$ cat src/rtl/uart_proto_pkg.sv
`timescale 1ns/1ps
`default_nettype none
// ============================================================================
// Module      : uart_proto_pkg
// Description : Shared UART command/response protocol constants. Function
//               codes, frame delimiters, packer state encoding and the
//               response-length lookup used by the packer and the receive-side
//               mapper.
// Revision    : 1.0 - initial release
// ============================================================================
package uart_proto_pkg;

    typedef logic [7:0] octet_t;

    // Request function codes
    localparam octet_t FUNC_HS_RD = 8'h01;
    localparam octet_t FUNC_LS_RD = 8'h02;

    // Response function codes
    localparam octet_t RFUNC_HS  = 8'h81;
    localparam octet_t RFUNC_LS  = 8'h82;
    localparam octet_t RFUNC_ERR = 8'hFF;

    // Frame delimiters
    localparam octet_t DEF_HEADER = 8'hAA;
    localparam octet_t DEF_TAIL   = 8'h55;

    // Frame geometry: HEADER RFUNC CH LEN payload CHK TAIL
    localparam int unsigned FRAME_BUF_BYTES = 14;
    localparam int unsigned TAIL_SLOT       = FRAME_BUF_BYTES - 1;
    localparam logic [3:0]  PAYLOAD_OFS     = 4'd4;
    localparam logic [3:0]  FRAME_OVERHEAD  = 4'd6;

    // Lost-busy guard: last WAIT_HI cycle count before giving up on tx_busy
    localparam logic [2:0]  GUARD_LAST = 3'd7;

    // Packer state encoding
    localparam logic [2:0] ST_IDLE    = 3'd0;
    localparam logic [2:0] ST_SEL     = 3'd1;
    localparam logic [2:0] ST_LATCH   = 3'd2;
    localparam logic [2:0] ST_SEND    = 3'd3;
    localparam logic [2:0] ST_WAIT_HI = 3'd4;
    localparam logic [2:0] ST_WAIT_LO = 3'd5;

    // Payload length carried by a response of the given function code
    function automatic logic [3:0] resp_len(input octet_t rfunc);
        case (rfunc)
            RFUNC_HS: return 4'd9;
            RFUNC_LS: return 4'd1;
            default:  return 4'd0;
        endcase
    endfunction

endpackage
`default_nettype wire

$ cat src/rtl/uart_frame_chk.sv
`timescale 1ns/1ps
`default_nettype none
// ============================================================================
// Module      : uart_frame_chk
// Description : 8-bit wrap-around byte accumulator producing the frame CHK.
//               clr_i has priority over add_en_i.
// Revision    : 1.0 - initial release
// ============================================================================
module uart_frame_chk (
    input  logic       clk,
    input  logic       rst_n,
    input  logic       clr_i,
    input  logic       add_en_i,
    input  logic [7:0] byte_i,
    output logic [7:0] chk_o
);

    logic [7:0] sum_q;
    logic [7:0] sum_d;

    // Next running sum: clear, accumulate or hold
    always_comb begin
        sum_d = sum_q;
        if (clr_i) begin
            sum_d = 8'h00;
        end else if (add_en_i) begin
            sum_d = sum_q + byte_i;
        end
    end

    // Running sum register
    always_ff @(posedge clk or negedge rst_n) begin
        if (!rst_n) begin
            sum_q <= 8'h00;
        end else begin
            sum_q <= sum_d;
        end
    end

    assign chk_o = sum_q;

endmodule
`default_nettype wire

$ cat src/rtl/uart_resp_packer.sv
`timescale 1ns/1ps
`default_nettype none
// ============================================================================
// Module      : uart_resp_packer
// Description : Builds HS/LS readback response frames from the register bank
//               and streams them byte by byte to a UART transmitter with
//               tx_en / tx_busy handshaking and a lost-busy guard.
// Revision    : 1.0 - initial release
// ============================================================================
module uart_resp_packer
    import uart_proto_pkg::*;
#(
    parameter int unsigned _NUM_CHANNELS = 4,
    parameter logic [7:0]  HEADER        = DEF_HEADER,
    parameter logic [7:0]  TAIL          = DEF_TAIL
) (
    input  logic        clk_50M,
    input  logic        rst_n,
    input  logic        req_valid,
    input  logic [7:0]  req_func,
    input  logic [7:0]  req_ch,
    output logic [7:0]  rd_ch,
    input  logic [7:0]  rd_hs_ctrl_sta,
    input  logic [7:0]  rd_duty_num,
    input  logic [15:0] rd_pulse_dessert,
    input  logic [7:0]  rd_pulse_num,
    input  logic [31:0] rd_PAT,
    input  logic [7:0]  rd_ls_ctrl_sta,
    output logic [7:0]  tx_data,
    output logic        tx_en,
    input  logic        tx_busy,
    output logic        busy,
    output logic        req_drop
);

    logic [2:0] state_q,   state_d;
    octet_t     func_q,    func_d;
    octet_t     ch_q,      ch_d;
    octet_t     frame_q [FRAME_BUF_BYTES];
    octet_t     frame_d [FRAME_BUF_BYTES];
    logic [3:0] len_q,     len_d;
    logic [3:0] cnt_q,     cnt_d;
    logic [3:0] idx_q,     idx_d;
    logic [2:0] guard_q,   guard_d;
    octet_t     tx_data_q, tx_data_d;
    logic       tx_en_q,   tx_en_d;
    logic       busy_q,    busy_d;
    logic       drop_q,    drop_d;

    logic       w_ch_ok;
    octet_t     w_rfunc;
    logic [3:0] w_len;
    octet_t     w_byte;
    octet_t     w_chk;
    logic       w_chk_clr;
    logic       w_chk_add;
    logic       w_last;

    assign w_ch_ok = ({24'd0, ch_q} < _NUM_CHANNELS);

    // Response code of the captured request; bad func or channel -> error frame
    always_comb begin
        w_rfunc = RFUNC_ERR;
        if (w_ch_ok && func_q == FUNC_HS_RD) begin
            w_rfunc = RFUNC_HS;
        end else if (w_ch_ok && func_q == FUNC_LS_RD) begin
            w_rfunc = RFUNC_LS;
        end
    end

    assign w_len  = resp_len(w_rfunc);
    assign w_last = (idx_q == cnt_q - 4'd1);

    // Outgoing byte: buffered header/body, then running CHK, then buffered TAIL
    always_comb begin
        w_byte = frame_q[TAIL_SLOT];
        if (idx_q < PAYLOAD_OFS + len_q) begin
            w_byte = frame_q[idx_q];
        end else if (idx_q == PAYLOAD_OFS + len_q) begin
            w_byte = w_chk;
        end
    end

    // CHK covers RFUNC..last payload byte, accumulated as those bytes go out
    assign w_chk_clr = (state_q == ST_LATCH);
    assign w_chk_add = (state_q == ST_SEND) && !tx_busy &&
                       (idx_q != 4'd0) && (idx_q < PAYLOAD_OFS + len_q);

    uart_frame_chk u_chk (
        .clk      (clk_50M),
        .rst_n    (rst_n),
        .clr_i    (w_chk_clr),
        .add_en_i (w_chk_add),
        .byte_i   (w_byte),
        .chk_o    (w_chk)
    );

    // Frame sequencer next-state and datapath updates
    always_comb begin
        state_d   = state_q;
        func_d    = func_q;
        ch_d      = ch_q;
        frame_d   = frame_q;
        len_d     = len_q;
        cnt_d     = cnt_q;
        idx_d     = idx_q;
        guard_d   = guard_q;
        tx_data_d = tx_data_q;
        tx_en_d   = 1'b0;
        busy_d    = busy_q;
        // Includes the cycle busy falls, since busy_q is still high there
        drop_d    = req_valid && busy_q;

        case (state_q)
            ST_IDLE: begin
                if (req_valid) begin
                    func_d  = req_func;
                    ch_d    = req_ch;
                    busy_d  = 1'b1;
                    state_d = ST_SEL;
                end
            end
            ST_SEL: begin
                // rd_ch settles this cycle; mux data is valid in LATCH
                state_d = ST_LATCH;
            end
            ST_LATCH: begin
                for (int i = 0; i < FRAME_BUF_BYTES; i++) begin
                    frame_d[i] = 8'h00;
                end
                frame_d[0] = HEADER;
                frame_d[1] = w_rfunc;
                frame_d[2] = ch_q;
                frame_d[3] = {4'd0, w_len};
                if (w_rfunc == RFUNC_HS) begin
                    frame_d[4]  = rd_hs_ctrl_sta;
                    frame_d[5]  = rd_duty_num;
                    frame_d[6]  = rd_pulse_dessert[15:8];
                    frame_d[7]  = rd_pulse_dessert[7:0];
                    frame_d[8]  = rd_pulse_num;
                    frame_d[9]  = rd_PAT[31:24];
                    frame_d[10] = rd_PAT[23:16];
                    frame_d[11] = rd_PAT[15:8];
                    frame_d[12] = rd_PAT[7:0];
                end else if (w_rfunc == RFUNC_LS) begin
                    frame_d[4]  = rd_ls_ctrl_sta;
                end
                frame_d[TAIL_SLOT] = TAIL;
                len_d   = w_len;
                cnt_d   = FRAME_OVERHEAD + w_len;
                idx_d   = 4'd0;
                state_d = ST_SEND;
            end
            ST_SEND: begin
                if (!tx_busy) begin
                    tx_data_d = w_byte;
                    tx_en_d   = 1'b1;
                    guard_d   = 3'd0;
                    state_d   = ST_WAIT_HI;
                end
            end
            ST_WAIT_HI: begin
                if (tx_busy || guard_q == GUARD_LAST) begin
                    state_d = ST_WAIT_LO;
                end else begin
                    guard_d = guard_q + 3'd1;
                end
            end
            ST_WAIT_LO: begin
                if (!tx_busy) begin
                    if (w_last) begin
                        busy_d  = 1'b0;
                        state_d = ST_IDLE;
                    end else begin
                        idx_d   = idx_q + 4'd1;
                        state_d = ST_SEND;
                    end
                end
            end
            default: begin
                state_d = ST_IDLE;
            end
        endcase
    end

    // State and datapath registers; reset aborts any frame in flight
    always_ff @(posedge clk_50M or negedge rst_n) begin
        if (!rst_n) begin
            state_q   <= ST_IDLE;
            func_q    <= 8'h00;
            ch_q      <= 8'h00;
            frame_q   <= '{default: 8'h00};
            len_q     <= 4'd0;
            cnt_q     <= 4'd0;
            idx_q     <= 4'd0;
            guard_q   <= 3'd0;
            tx_data_q <= 8'h00;
            tx_en_q   <= 1'b0;
            busy_q    <= 1'b0;
            drop_q    <= 1'b0;
        end else begin
            state_q   <= state_d;
            func_q    <= func_d;
            ch_q      <= ch_d;
            frame_q   <= frame_d;
            len_q     <= len_d;
            cnt_q     <= cnt_d;
            idx_q     <= idx_d;
            guard_q   <= guard_d;
            tx_data_q <= tx_data_d;
            tx_en_q   <= tx_en_d;
            busy_q    <= busy_d;
            drop_q    <= drop_d;
        end
    end

    assign rd_ch    = ch_q;
    assign tx_data  = tx_data_q;
    assign tx_en    = tx_en_q;
    assign busy     = busy_q;
    assign req_drop = drop_q;

endmodule
`default_nettype wire

$ cat config.mk
export PLATFORM = sky130hd
export DESIGN_NAME = uart_resp_packer
export DESIGN_NICKNAME = d
export VERILOG_FILES = /design/src/rtl/uart_proto_pkg.sv /design/src/rtl/uart_frame_chk.sv /design/src/rtl/uart_resp_packer.sv
export SDC_FILE = /design/constraint.sdc
export NUM_CORES = 1
export LEC_CHECK = 0
export BUFFER_PORTS_ARGS = -buffer_cell sky130_fd_sc_hd__buf_2
export CAP_MARGIN = 10
export CORE_UTILIZATION = 50
export DETAILED_ROUTE_END_ITERATION = 10
export PLACE_DENSITY = 0.76
export SYNTH_ARGS = -nofsm -noshare
export SYNTH_HDL_FRONTEND = slang
export SYNTH_SLANG_ARGS = --single-unit
$ cat constraint.sdc
create_clock -name clk_50M -period 3.15 [get_ports clk_50M]
set_clock_uncertainty 0.1 [all_clocks]
set_input_delay 0.4725 -clock clk_50M [delete_from_list [all_inputs] [get_ports clk_50M]]
set_output_delay 0.4725 -clock clk_50M [all_outputs]
set_load 0.005 [all_outputs]
* Word-level counts from Yosys, hierarchy flattened *
Index checks and enable logic that the tools add are counted.

storage, ports and cells
  register bits after elaboration = 142
  logic and storage cells = 105
  bits of input ports = 100
  output and inout bits = 19

cells by class
  add/subtract/negate cells = 6
  equal/unequal tests = 19
  muxes and demuxes = 31
  reduce and logical (&&, ||, !) cells = 20
  $lt $le $gt $ge = 3
  bitwise logic cells = 2

operators with widths
  operator                                                     number
  2-to-1 mux 8 bit                                             9
  2-to-1 mux 64 bit                                            1
  binary-select mux 8 bit (select 4 bit)                       1
  2-to-1 mux 3 bit                                             6
  one-hot mux 3 bit (6 select lines)                           1
  == test 8 bit (second input constant)                        2
  one-hot mux 4 bit (2 select lines)                           2
  != test 2 bit (second input constant)                        7
  == test 3 bit (second input constant)                        3
  adder 3 x 4 -> 4 bit (first input constant)                  2
  adder 8 bit                                                  1
  == test 4 bit                                                2
  == test 8 x 1 -> 1 bit (second input constant)               1
  == test 8 x 2 -> 1 bit (second input constant)               1
  less-than comparator 8 x 3 -> 1 bit (second input constant)  1
  2-to-1 mux 4 bit                                             2
  AND reduction 4 bit                                          2
  nonzero test 2 bit                                           4
  2-to-1 mux 7 bit                                             1
  == test 3 x 2 -> 1 bit (second input constant)               2
  logical AND 1 bit                                            6
  one-hot mux 3 bit (2 select lines)                           1
  AND reduction 3 bit                                          2
  >= comparator 5 bit (second input constant)                  1
  15 further kinds                                             20

* Logic depth before layout (Yosys ltp) *
  word-level depth = 8
  gate-level depth with buffers = 16

* Hierarchy *
From an unflattened synthesis, not the netlist that was laid out.

second synthesis, totals
  cells, all modules = 553
  area total of the unflattened synthesis = 6468.7 um^2

modules (own cells, without submodules)
  module            cells an instance  sequential area each (um^2)  area an instance (um^2)  times used
  uart_resp_packer  487                3078.0                       5821.8                   1
  uart_frame_chk    66                 200.2                        646.9                    1

* Worst setup path after synthesis *
OpenSTA, ideal clock, no wires.

  kind = register to register
  start = register idx_q[0]
  end = register u_chk.sum_q[6] (netlist: u_chk.chk_o[6])
  slack = -0.068 ns
  clock period less this slack = 3.218 ns
  cell stages (with the launch flop) = 13
  data required time = 2.916 ns
  library setup time = 0.134 ns
  arrival = 2.983 ns
  path through = dfrtp_1 > buf_4 > mux4_2 > a22oi_1 > nor2_1 > a211o_1 > fa_1 > a21o_1 > a21o_1 > a21o_1 > a21oi_1 > xor2_1 > o21ai_0

on the way
  longest elaborated chain between the ends = 8
  elaborated cells on any way between the ends = 15

RTL lines
  element                                              RTL line                 RTL
  start: declaration                                   uart_resp_packer.sv:43   logic [3:0] idx_q, idx_d;
  start signal: assignment                             uart_resp_packer.sv:208  idx_q <= idx_d;
  NOT 4 -> 5 bit (implied by the code)                 uart_resp_packer.sv:78   w_byte = frame_q[idx_q];
  binary-select mux 8 bit (select 4 bit)               uart_resp_packer.sv:78
  2-to-1 mux 8 bit (implied by the code) (2 in a row)  uart_resp_packer.sv:78
  2-to-1 mux 8 bit *                                   uart_resp_packer.sv:77   if (idx_q < PAYLOAD_OFS + len_q) begin
  via u_chk.byte_i[1]                                  uart_frame_chk.sv:14     input logic [7:0] byte_i,
  adder 8 bit *                                        uart_frame_chk.sv:27     sum_d = sum_q + byte_i;
  2-to-1 mux 8 bit *                                   uart_frame_chk.sv:26     end else if (add_en_i) begin
  2-to-1 mux 8 bit *                                   uart_frame_chk.sv:24     if (clr_i) begin
  end signal: assignment                               uart_frame_chk.sv:36     sum_q <= sum_d;
  end: declaration                                     uart_frame_chk.sv:18     logic [7:0] sum_q;

Mark *: on every way through the listed nets, which the timed path passes. The rest lies on a longest branch. The select of a mux whose other input is x is not followed.
A chain may end at the register's enable or synchronous reset.

* Final worst setup path *
Ends and elaborated chain as after synthesis.

==> flow_summary_export.csv <==
group,metric,value,unit
layout,fill_cells,933,
clocking,cts_max_path_buffers,2,
timing,hold_viol,0,
timing,setup_viol,2,
worst_setup_path,reg2reg_from,"idx_q[0]",
power_and_ir_drop,power,0.00557,W
layout,register_area,0.00328,mm2
placement,port_buffers,118,
placement,routabilityCongestion,0.950,
min_path,hp-start,"rd_ls_ctrl_sta[0]",
synth,synthXorXnorAreaFrac,0.0167,
floorplan,die_width,114,um
worst_setup_path,path_class,"flop to flop",
synth,synth.distinct_cells,56,
placement,dpl-instance-area,0.00727,mm2
clocking,clk_latency,0.42,ns
synth,synth.area.top_cells,"dfrtp_1 52%, a22o_1 9.1%, mux4_2 5.0%, mux2_2 4.7%, nand2_1 3.6%",
clocking,cts_tree,"yes",
clocking,clk_pin_slew,0.06,ns
synth,synth_edf_count,0,
power_and_ir_drop,power_leakage,3.82,nW
floorplan,die_h,114,um
synth,synth.mux.area_fraction,0.115,
run_status,status,"finished, violations left",
clocking,htree_levels,4,
worst_setup_path,r2r_end,"u_chk.chk_o[6]",
grt,grt_max_degree,57,
detailed_routing,antenna_left,0,
synth,yosys.area.top_type_share,0.522,
synth,yosys.area_share.simple,0.0987,
timing,fin_hold_ws,0.152,ns
detailed_routing,route.vias.total,4922,
floorplan,core,0.0121,mm2
layout,final_common_cell,"dfrtp_1",
min_path,hold_path_end,"frame_q[72]",
floorplan,start_util,0.518,
worst_setup_path,crit_fanout,7,
grt,antenna_found_initial,0,
synth,synth_fa_ha_area_frac,0.0331,
synth,async_flop_share,1.00,
layout,final_core_util,0.657,
min_path,hold_path_class,"input pin to flop",
detailed_routing,wl_met2,7960,um
clocking,cts_buffers,17,
timing,setup_slack,-0.0300,ns
clocking,clockRootBuffer,"clkbuf_16",
run_status,violations,"negative setup slack",
layout,fin_area,0.00796,mm2
layout,layout_common_cells,"130 x dfrtp_1, 117 x buf_2, 65 x a22o_1",
grt,track_usage,0.268,
timing,slew_headroom,0.504,
synth,syn_avg_cell_area,11.7,um2
worst_setup_path,required,3.33,ns
detailed_routing,wl_met1,6620,um
floorplan,rows,40,
layout,n_antenna_cell,0,
synth,synth_seq_cells,131,
synth,netlist_area,0.00627,mm2
synth,synth_top_family_by_area,"compound AO/OA/AOI/OAI gates",
worst_setup_path,cp-start-kind,"flop",
detailed_routing,drt_iter0_markers,375,
detailed_routing,wl,15800,um
grt,grt_pass1_wl,26300,um
layout,fin_nets,801,
worst_setup_path,reg2reg_slack,-0.03,ns
timing,rsz0062_at_grt,"true",
synth,ys_seq_area_frac,0.522,
power_and_ir_drop,ir_drop,0.468,mV
timing,slew_viol_final,0,
synth,syn_nets,652,
layout,multiInputGateArea,0.00287,mm2
grt,first_global_vias,5249,
timing,finalCriticalPeriod,3.18,ns
flow_run,cap_violations,0,
grt,grt_overflow,0,
detailed_routing,dr.pass1.iters,5,
timing,finalCritPeriodShare,1.01,
floorplan,io_pins,119,
timing,max_freq,314,MHz
min_path,min_path_cells,3,
power_and_ir_drop,powerDensity,700,mW/mm2
clocking,cts.sinks,131,
synth,yosysWarningCount,0,
timing,worst_slew_pin_slew,0.725,ns
detailed_routing,drc,0,
detailed_routing,viasPerCell,5.69,
detailed_routing,route.met3.wl,736,um
synth,synth_top_cell_by_area,"dfrtp_1",
synth,synthCells,536,
layout,drive_gt1_frac,0.367,
floorplan,dieArea,0.0130,mm2
detailed_routing,highest_layer,"met4",
synth,synth_compound_area_frac,0.182,
worst_setup_path,reg2reg_depth,11,
worst_setup_path,arrival,3.36,ns
detailed_routing,wl_per_cell,18.2,um
layout,area_delta_synth_final,26.9,%
synth,synthFlopType,"dfrtp_1",
placement,dp_hpwl,11400,um
worst_setup_path,end_kind,"flop",
==> power breakdown <==
part	switching, W	internal (W)	total [W]
sequential	0.000254	0.00194	0.00220
clock	0.000703	0.00125	0.00195
combinational	0.000759	0.000660	0.00142
==> cell usage after synthesis, types with 2 or more instances <==
master and instances:
xnor2_1 9, nand3b_1 2, a21boi_1 3, a21oi_1 23
o21ai_1 6, or4_1 2, a31oi_1 3, ha_1 15
clkbuf_1 19, o22ai_1 2, nor2b_1 2, nor2_1 22
nor3b_2 2, o31ai_1 2, a22oi_1 10, a211oi_1 2
nand2b_1 4, mux4_2 14, dfrtp_1 131, nand4_1 3
mux2i_1 10, o21ai_0 17, nand2_1 60, a22o_1 65
and2b_1 2, nand3_1 15, o211ai_1 5, nor4_1 5
buf_2 13, inv_1 11, a21o_1 5, mux2_2 26
xor2_1 3
==> area by class of cell <==
| type | count | share of cell area |
|---|---|---|
| Clock inverter | 11 | 0.0171 |
| Multi-Input combinational cell | 359 | 0.360 |
| Inverter | 12 | 0.00566 |
| Tap cell | 168 | 0.0264 |
| Timing Repair Buffer | 164 | 0.122 |
| Clock buffer | 20 | 0.0561 |
| Sequential cell | 131 | 0.412 |
==> layer usage <==
metal	up-vias	GRT usage
met5	-	0
met4	0	0.113
met3	34	0.0670
met2	143	0.439
met1	2447	0.340
li1	2298	-
==> registers in the layout, indices dropped and copies added, names as in the netlist <==
signal and count:
func_q 8, busy 1, tx_data 8, idx_q 4, state_q 3, len_q 1, frame_q 83, guard_q 3
cnt_q 2, req_drop 1, tx_en 1, u_chk.chk_o 8, rd_ch 8
==> worst max-delay path, stage by stage, from the launching register on <==
cell and delay [ns]:
dfrtp_2 0.41, buf_6 0.15, mux4_2 0.51, o2111a_1 0.26
a211o_1 0.34, fa_2 0.40, a21o_1 0.20, a21o_1 0.17
a21o_1 0.16, a21oi_2 0.13, xor2_1 0.15, o21ai_1 0.07
==> kinds of logic after synthesis <==
family          count (synthesis)
flops                         131
xor+xnor                       12
compound gates                153
fa+ha+maj                      16
buf+inv                        46
simple gates                  127
mux                            51
==> metrics by stage <==
stage                     cells  setup slack [ns]  setup TNS, ns
final                       865           -0.0300        -0.0352
after global routing        865            -0.235         -0.622
after CTS                   864           -0.0211        -0.0403
after detailed placement    828            -0.104         -0.162
after global placement      828           -0.0375        -0.0375
after floorplan             536            0.0259              0
==> worst max path at each step <==
stage / start / cells past startpoint / to / slack [ns]
final: idx_q[0] / 11 / u_chk.chk_o[6] / -0.03
after global routing: idx_q[0] / 14 / u_chk.chk_o[6] / -0.24
after CTS: idx_q[0] / 11 / u_chk.chk_o[6] / -0.02
after detailed placement: idx_q[0] / 11 / u_chk.chk_o[6] / -0.10
after global placement: idx_q[0] / 14 / u_chk.chk_o[6] / -0.04
after floorplan: idx_q[0] / 12 / u_chk.chk_o[6] / 0.03
==> repair_timing <==
action,CTS,global route
endpoints found under the hold margin,45,0
pin swaps,9,9
gates resized for setup,11,6
endpoints found under the setup margin,2,4
hold buffers,1,0
setup buffers,4,2
No activity file was read; power rests on OpenSTA's default activity.
